### src/rtl/rx_port_sink.sv
// rx_port_sink: consumer of one router output channel.
// Accepts packets over the validrx/ackrx four-phase handshake, buffers them
// in a 2**DEPTH-entry FIFO with a first-word-fall-through read port, and
// counts accepted packets.
// Optional feature macro: RX_ADR_CHECK_EN -- when defined, packets whose
// address field differs from LOCAL_ADR are acknowledged but dropped and
// counted in err_cnt_o; when undefined err_cnt_o is tied to 0.
module rx_port_sink #(
  parameter int unsigned DW        = 4,
  parameter int unsigned DEPTH     = 2,
  parameter int unsigned CW        = 8,
  parameter logic [2:0]  LOCAL_ADR = 3'b000
) (
  input  logic            clk_i,
  input  logic            rst_i,
  input  logic [DW+2:0]   rx_dat_i,
  input  logic            validrx,
  output logic            ackrx,
  input  logic            rd_en_i,
  output logic [DW+2:0]   rd_dat_o,
  output logic            empty_o,
  output logic            full_o,
  output logic [CW-1:0]   pkt_cnt_o,
  output logic [CW-1:0]   err_cnt_o
);

  localparam int unsigned PW   = DW + 3;
  localparam int unsigned PTRW = DEPTH + 1;
  localparam int unsigned NENT = 1 << DEPTH;

  typedef enum logic {IDLE = 1'b0, ACK = 1'b1} state_e;

  state_e            state_q, state_d;
  logic              ackrx_q, ackrx_d;
  logic [PTRW-1:0]   wptr_q, wptr_d;
  logic [PTRW-1:0]   rptr_q, rptr_d;
  logic [PW-1:0]     mem_q [NENT];
  logic [PW-1:0]     mem_d [NENT];
  logic [CW-1:0]     pkt_cnt_q, pkt_cnt_d;

  logic              req_idle;
  logic              adr_ok;
  logic              push;
  logic              pop;

  // Pointer-derived FIFO status; full is sampled before any same-cycle pop.
  assign empty_o  = (wptr_q == rptr_q);
  assign full_o   = (wptr_q[DEPTH] != rptr_q[DEPTH]) &&
                    (wptr_q[DEPTH-1:0] == rptr_q[DEPTH-1:0]);
  assign rd_dat_o = mem_q[rptr_q[DEPTH-1:0]];

  assign req_idle = (state_q == IDLE) && validrx;
  assign push     = req_idle && adr_ok && !full_o;
  assign pop      = rd_en_i && !empty_o;

`ifdef RX_ADR_CHECK_EN
  logic            drop;
  logic [CW-1:0]   err_cnt_q, err_cnt_d;

  assign adr_ok    = (rx_dat_i[PW-1:DW] == LOCAL_ADR);
  assign drop      = req_idle && !adr_ok;
  assign err_cnt_o = err_cnt_q;

  // Count dropped packets on their drop cycle only.
  always_comb begin
    err_cnt_d = err_cnt_q;
    if (drop) err_cnt_d = err_cnt_q + CW'(1);
  end

  // Error counter register.
  always_ff @(posedge clk_i or negedge rst_i) begin
    if (!rst_i) err_cnt_q <= '0;
    else        err_cnt_q <= err_cnt_d;
  end
`else
  logic drop;
  logic unused_local_adr;

  assign adr_ok           = 1'b1;
  assign drop             = 1'b0;
  assign err_cnt_o        = '0;
  assign unused_local_adr = ^LOCAL_ADR;
`endif

  // FSM state register.
  always_ff @(posedge clk_i or negedge rst_i) begin
    if (!rst_i) state_q <= IDLE;
    else        state_q <= state_d;
  end

  // FSM next state: one capture (or drop) per four-phase cycle.
  always_comb begin
    state_d = state_q;
    case (state_q)
      IDLE:    if (push || drop) state_d = ACK;
      ACK:     if (!validrx)     state_d = IDLE;
      default: state_d = IDLE;
    endcase
  end

  // FSM output: acknowledge is the registered image of the ACK state.
  always_comb begin
    ackrx_d = 1'b0;
    if (state_d == ACK) ackrx_d = 1'b1;
  end

  assign ackrx = ackrx_q;

  // FIFO pointers, storage and packet counter next values.
  always_comb begin
    wptr_d    = wptr_q;
    rptr_d    = rptr_q;
    mem_d     = mem_q;
    pkt_cnt_d = pkt_cnt_q;
    if (push) begin
      mem_d[wptr_q[DEPTH-1:0]] = rx_dat_i;
      wptr_d                   = wptr_q + PTRW'(1);
      pkt_cnt_d                = pkt_cnt_q + CW'(1);
    end
    if (pop) rptr_d = rptr_q + PTRW'(1);
  end

  // Datapath and handshake registers; storage clears so the head reads 0 after reset.
  always_ff @(posedge clk_i or negedge rst_i) begin
    if (!rst_i) begin
      ackrx_q   <= 1'b0;
      wptr_q    <= '0;
      rptr_q    <= '0;
      pkt_cnt_q <= '0;
      for (int i = 0; i < int'(NENT); i++) mem_q[i] <= '0;
    end else begin
      ackrx_q   <= ackrx_d;
      wptr_q    <= wptr_d;
      rptr_q    <= rptr_d;
      pkt_cnt_q <= pkt_cnt_d;
      for (int i = 0; i < int'(NENT); i++) mem_q[i] <= mem_d[i];
    end
  end

  assign pkt_cnt_o = pkt_cnt_q;

endmodule

### config.mk
export PLATFORM = sky130hd
export DESIGN_NAME = rx_port_sink
export DESIGN_NICKNAME = d
export VERILOG_FILES = /design/src/rtl/rx_port_sink.sv
export SDC_FILE = /design/constraint.sdc
export NUM_CORES = 1
export LEC_CHECK = 0
export BUFFER_PORTS_ARGS = -buffer_cell sky130_fd_sc_hd__buf_2
export CAP_MARGIN = 10
export CORE_ASPECT_RATIO = 0.6
export CORE_UTILIZATION = 50
export CTS_BUF_LIST = sky130_fd_sc_hd__clkbuf_16
export DETAILED_ROUTE_END_ITERATION = 10
export GPL_TIMING_DRIVEN = 0
export PLACE_DENSITY_LB_ADDON = 0.1
export RECOVER_POWER = 50
export SLEW_MARGIN = 25
export SYNTH_ARGS = -nofsm -noshare
export SYNTH_HDL_FRONTEND = slang
export SYNTH_SLANG_ARGS = --single-unit
export TNS_END_PERCENT = 30
### constraint.sdc
create_clock -name clk_i -period 4.8 [get_ports clk_i]
set_input_delay 0.24 -clock clk_i [delete_from_list [all_inputs] [get_ports clk_i]]
set_output_delay 0.24 -clock clk_i [all_outputs]
set_load 0.1 [all_outputs]
Yosys cells after proc, flatten, opt, wreduce, memory -nomap -nowiden
Cells that the tools add are included.
Cells by class
  reduce and logical (&&, ||, !) cells: 7
  mux-type cells: 10
  order comparisons: 3
  bitwise logic cells: 3
  $add $sub $neg: 3
  equality and inequality tests: 3
Operators with widths (number)
  $bwmux W28: 1
  $mux W7: 3
  $bmux W7 S2: 1
  $demux W7 S2: 1
  $add A8 B1 Y8 const B: 1
  $add A3 B1 Y3 const B: 2
  $ge A3 B3 Y1 const B: 2
  $not A2 Y3: 2
  $logic_and A1 B1 Y1: 5
  $eq A3 B3 Y1: 1
  $lt A3 B1 Y1 const B: 1
  $mux W1: 3
  $eq A2 B2 Y1: 1
  $logic_not A1 Y1: 2
  $pmux W1 S2: 1
  $ne A1 B1 Y1: 1
  $not A1 Y1: 1
Word-level totals
  output and inout bits: 26
  flip-flop bits (word level): 44

Longest topological paths before layout
  word-level depth: 7
  gate-level depth with buffers: 6
  mapped depth without buffers: 4

Least setup slack after synthesis
No wires, ideal clock.
  kind: reg2reg
  from: reg ackrx (netlist name)
  to: reg mem_q[0] in the netlist's numbering
  stages on the path, launching flop included: 5
  slack: 2840 ps
  arrival time: 1835 ps
  setup time: 125 ps
  path through: dfrtp_1 a311oi_4 and2_1 buf_6 mux2_4
RTL lines
  to (decl): RTL line 37  | logic [PW-1:0] mem_q [NENT];

Final worst setup path
  from: reg rptr_q[0]
  to: reg mem_q[25] in the netlist's numbering
Between the ends
  cells in the longest elaborated chain, start to end: 4
Ends and longest elaborated chain
  from (decl): RTL line 36  | logic [PTRW-1:0] rptr_q, rptr_d;
  from (signal assigned): RTL line 134  | rptr_q <= rptr_d;
  $eq A2 B2 Y1: RTL line 49  | (wptr_q[DEPTH-1:0] == rptr_q[DEPTH-1:0]);
  $logic_and A1 B1 Y1: RTL line 48  | assign full_o = (wptr_q[DEPTH] != rptr_q[DEPTH]) &&
  $logic_not A1 Y1: RTL line 53  | assign push = req_idle && adr_ok && !full_o;
  $logic_and A1 B1 Y1: RTL line 53
No other way between the ends.
A chain may end at the register's enable or synchronous reset.

==> results.sh <==
export IMPL_first_pass_iters=4
export IMPL_antenna_left=0
export IMPL_io_pin_count=37
export IMPL_layout_drive_gt1_share_pct=29.6
export IMPL_place_inst=234
export IMPL_hp_class="input port to flop"
export IMPL_synth_cell_types=23
export IMPL_r2r_slack_ns=2.33
export IMPL_rsz0062_at_grt="false"
export IMPL_finalHoldViolations=0
export IMPL_vias=1212
export IMPL_failed_checks="max-capacitance violations, max-slew violations"
export IMPL_path_max_fanout=9
export IMPL_tritoncts="done"
export IMPL_vias_per_cell=4.99
export IMPL_worst_slew_pin_slew_ns=2.25
export IMPL_port_buffers=28
export IMPL_nNetsFinal=202
export IMPL_antenna_cells=0
export IMPL_ys_ff_latch=43
export IMPL_ys_seq_area_share_pct=51.2
export IMPL_routedWlPerCell_um=15.1
export IMPL_die_area_um2=4480
export IMPL_syn_inst=142
export IMPL_rows=17
export IMPL_status="complete, but fails checks"
export IMPL_grt_pass1_vias=1210
export IMPL_fin_skew_ns=0.00377
export IMPL_drcViolationCount=0
export IMPL_fin_cells=243
export IMPL_final_max_slew_viol_count=44
export IMPL_area_growth_pct=17.1
export IMPL_yosys_area_top_type="dfrtp_1"
export IMPL_die_width_um=85.7
export IMPL_worstSetupPathType="flop to flop"
export IMPL_post_route_period_util_pct=51.5
export IMPL_finalWirelength_um=3680
export IMPL_setup_violations=0
export IMPL_grt_use_total_pct=19.1
export IMPL_antenna_found_initial=0
export IMPL_clkSinkCount=43
export IMPL_cp_arrival_ns=2.63
export IMPL_stdcell_area_um2=2460
export IMPL_ctsLongestPathBuffers=2
export IMPL_syn_area_per_cell_um2=14.8
export IMPL_grt_max_degree=44
export IMPL_critPathCaptureType="flop"
export IMPL_syn_area_um2=2100
export IMPL_synth_area_leaders="dfrtp_1, mux2_1, mux4_2"
export IMPL_htree_num_levels=2
export IMPL_dpl_cell_area_um2=2340
export IMPL_ys_warnings_count=0
export IMPL_start_kind="flop"
export IMPL_grt_pass1_wl_um=6040
export IMPL_max_freq_ghz=0.404
export IMPL_place_gp_congestion=0.719
export IMPL_cts_buffers=5
export IMPL_cts_clk_slew_worst_paths_ns=0.06
export IMPL_root_buffer="clkbuf_16"
export IMPL_grt_overflow=0
export IMPL_insertion_delay_ns=0.28
export IMPL_synth_top_area_share_pct=51.2
export IMPL_tns_ns=0
export IMPL_die_h_um=52.2
export IMPL_slew_limit_headroom_pct=-49.7
export IMPL_first_iter_violations=57
export IMPL_dp_hpwl_um=2650
export IMPL_cp_required_ns=4.96
export IMPL_start_util_pct=54.6
export IMPL_final_min_clock_period_ns=2.47
export IMPL_core_um2=3850
export IMPL_cap_violations=1
[worst max-delay path: stages (launching register included)]
cell and delay [ns]:
dfrtp_1 0.34, clkbuf_1 0.58, xnor2_1 0.28, a311oi_4 0.43, and2_1 0.20, buf_4 0.18, mux2_1 0.33
[metal layers]
metal | track usage (%) | share of wire [%] | vias up
met5 | 0 | 0 | -
met4 | 8.33 | 1.1 | 0
met3 | 5.67 | 3.9 | 4
met2 | 30.3 | 46 | 26
met1 | 24.8 | 49 | 614
li1 | - | - | 568
[cell usage after synthesis (all sizes together)]
library cell  number
nand3              4
xor2               3
a21oi              1
nand3b             1
buf               15
conb               1
mux4               7
and2               6
mux2              30
inv                5
o21ai              1
nand4              2
nand2              3
ha                 6
and3               2
xnor2             11
a311oi             1
dfrtp             43
[per-stage QoR]
| stage | setup slack, ns | util (%) | hold slack [ns] |
|---|---|---|---|
| floorplan | 2.84 | - | -0.0556 |
| global placement | 2.88 | 60.8 | 0.415 |
| detailed placement | 2.80 | 60.8 | 0.428 |
| CTS | 2.79 | 64.3 | 0.131 |
| global route | 1.80 | 63.9 | 0.229 |
| finish | 2.33 | 63.9 | 0.224 |
[registers in the layout (all words and copies together) (netlist names)]
name	cells
rptr_q	3
ackrx	1
wptr_q	3
mem_q	28
pkt_cnt_o	8
[cell type report]
class | instances | area, µm²
buffer | 15 | 116
clock inverter | 3 | 11.3
tap | 57 | 71.3
inverter | 5 | 18.8
sequential | 43 | 1080
timing repair buffer | 29 | 140
multi-input combinational | 86 | 902
clock buffer | 5 | 125
fill | 301 | 1390
[path summary, 6_finish.rpt]
kind                                           from                  endpoint  depth (start not counted)
max                           rptr_q[0]$_DFFE_PN0P_     mem_q[25]$_DFFE_PN0P_                          6
min                                     rx_dat_i[0]     mem_q[14]$_DFFE_PN0P_                          2
max reg2reg                   rptr_q[0]$_DFFE_PN0P_     mem_q[25]$_DFFE_PN0P_                          6
min reg2reg                pkt_cnt_o[7]$_DFFE_PN0P_  pkt_cnt_o[7]$_DFFE_PN0P_                          1
max in group asynchronous                     rst_i  pkt_cnt_o[7]$_DFFE_PN0P_                          2
min in group asynchronous                     rst_i     mem_q[16]$_DFFE_PN0P_                          2
[logic make-up after synthesis]
kind of cell | count (synthesis) | share of synthesized area (%)
AOI/OAI and AO/OA | 3 | 1.73
muxes | 37 | 25.2
DFF | 43 | 51.2
and+or+nand+nor | 18 | 4.82
buffers and inverters | 20 | 6.79
xor gates and xnor gates | 14 | 6.55
other | 1 | 0.178
adders and majority gates | 6 | 3.57
[cells in the final DEF (no fill, tap or decap)]
cell type / n
mux4_1: 2
clkinv_1: 2
buf_2: 20
nand3b_1: 1
mux2_2: 2
and3_1: 2
a21oi_1: 1
nand3_1: 4
and2_1: 6
mux2_4: 7
o21ai_0: 1
mux2_1: 21
xnor2_1: 10
conb_1: 8
buf_4: 12
ha_1: 6
clkbuf_1: 9
dfrtp_1: 43
clkbuf_16: 5
xor2_1: 3
nand4_1: 2
a311oi_4: 1
dlygate4sd3_1: 1
nand2_1: 3
buf_6: 2
mux4_2: 5
inv_1: 6
xnor2_2: 1
[timing repair]
item	in CTS	in global routing
resized for setup	0	0
hold buffers	0	1
endpoints found under the hold margin	0	28
setup buffers	0	0
Power is left out: the tool's default activity adds up to more than one toggle a clock period on the data nets, which glitch-free logic cannot reach.
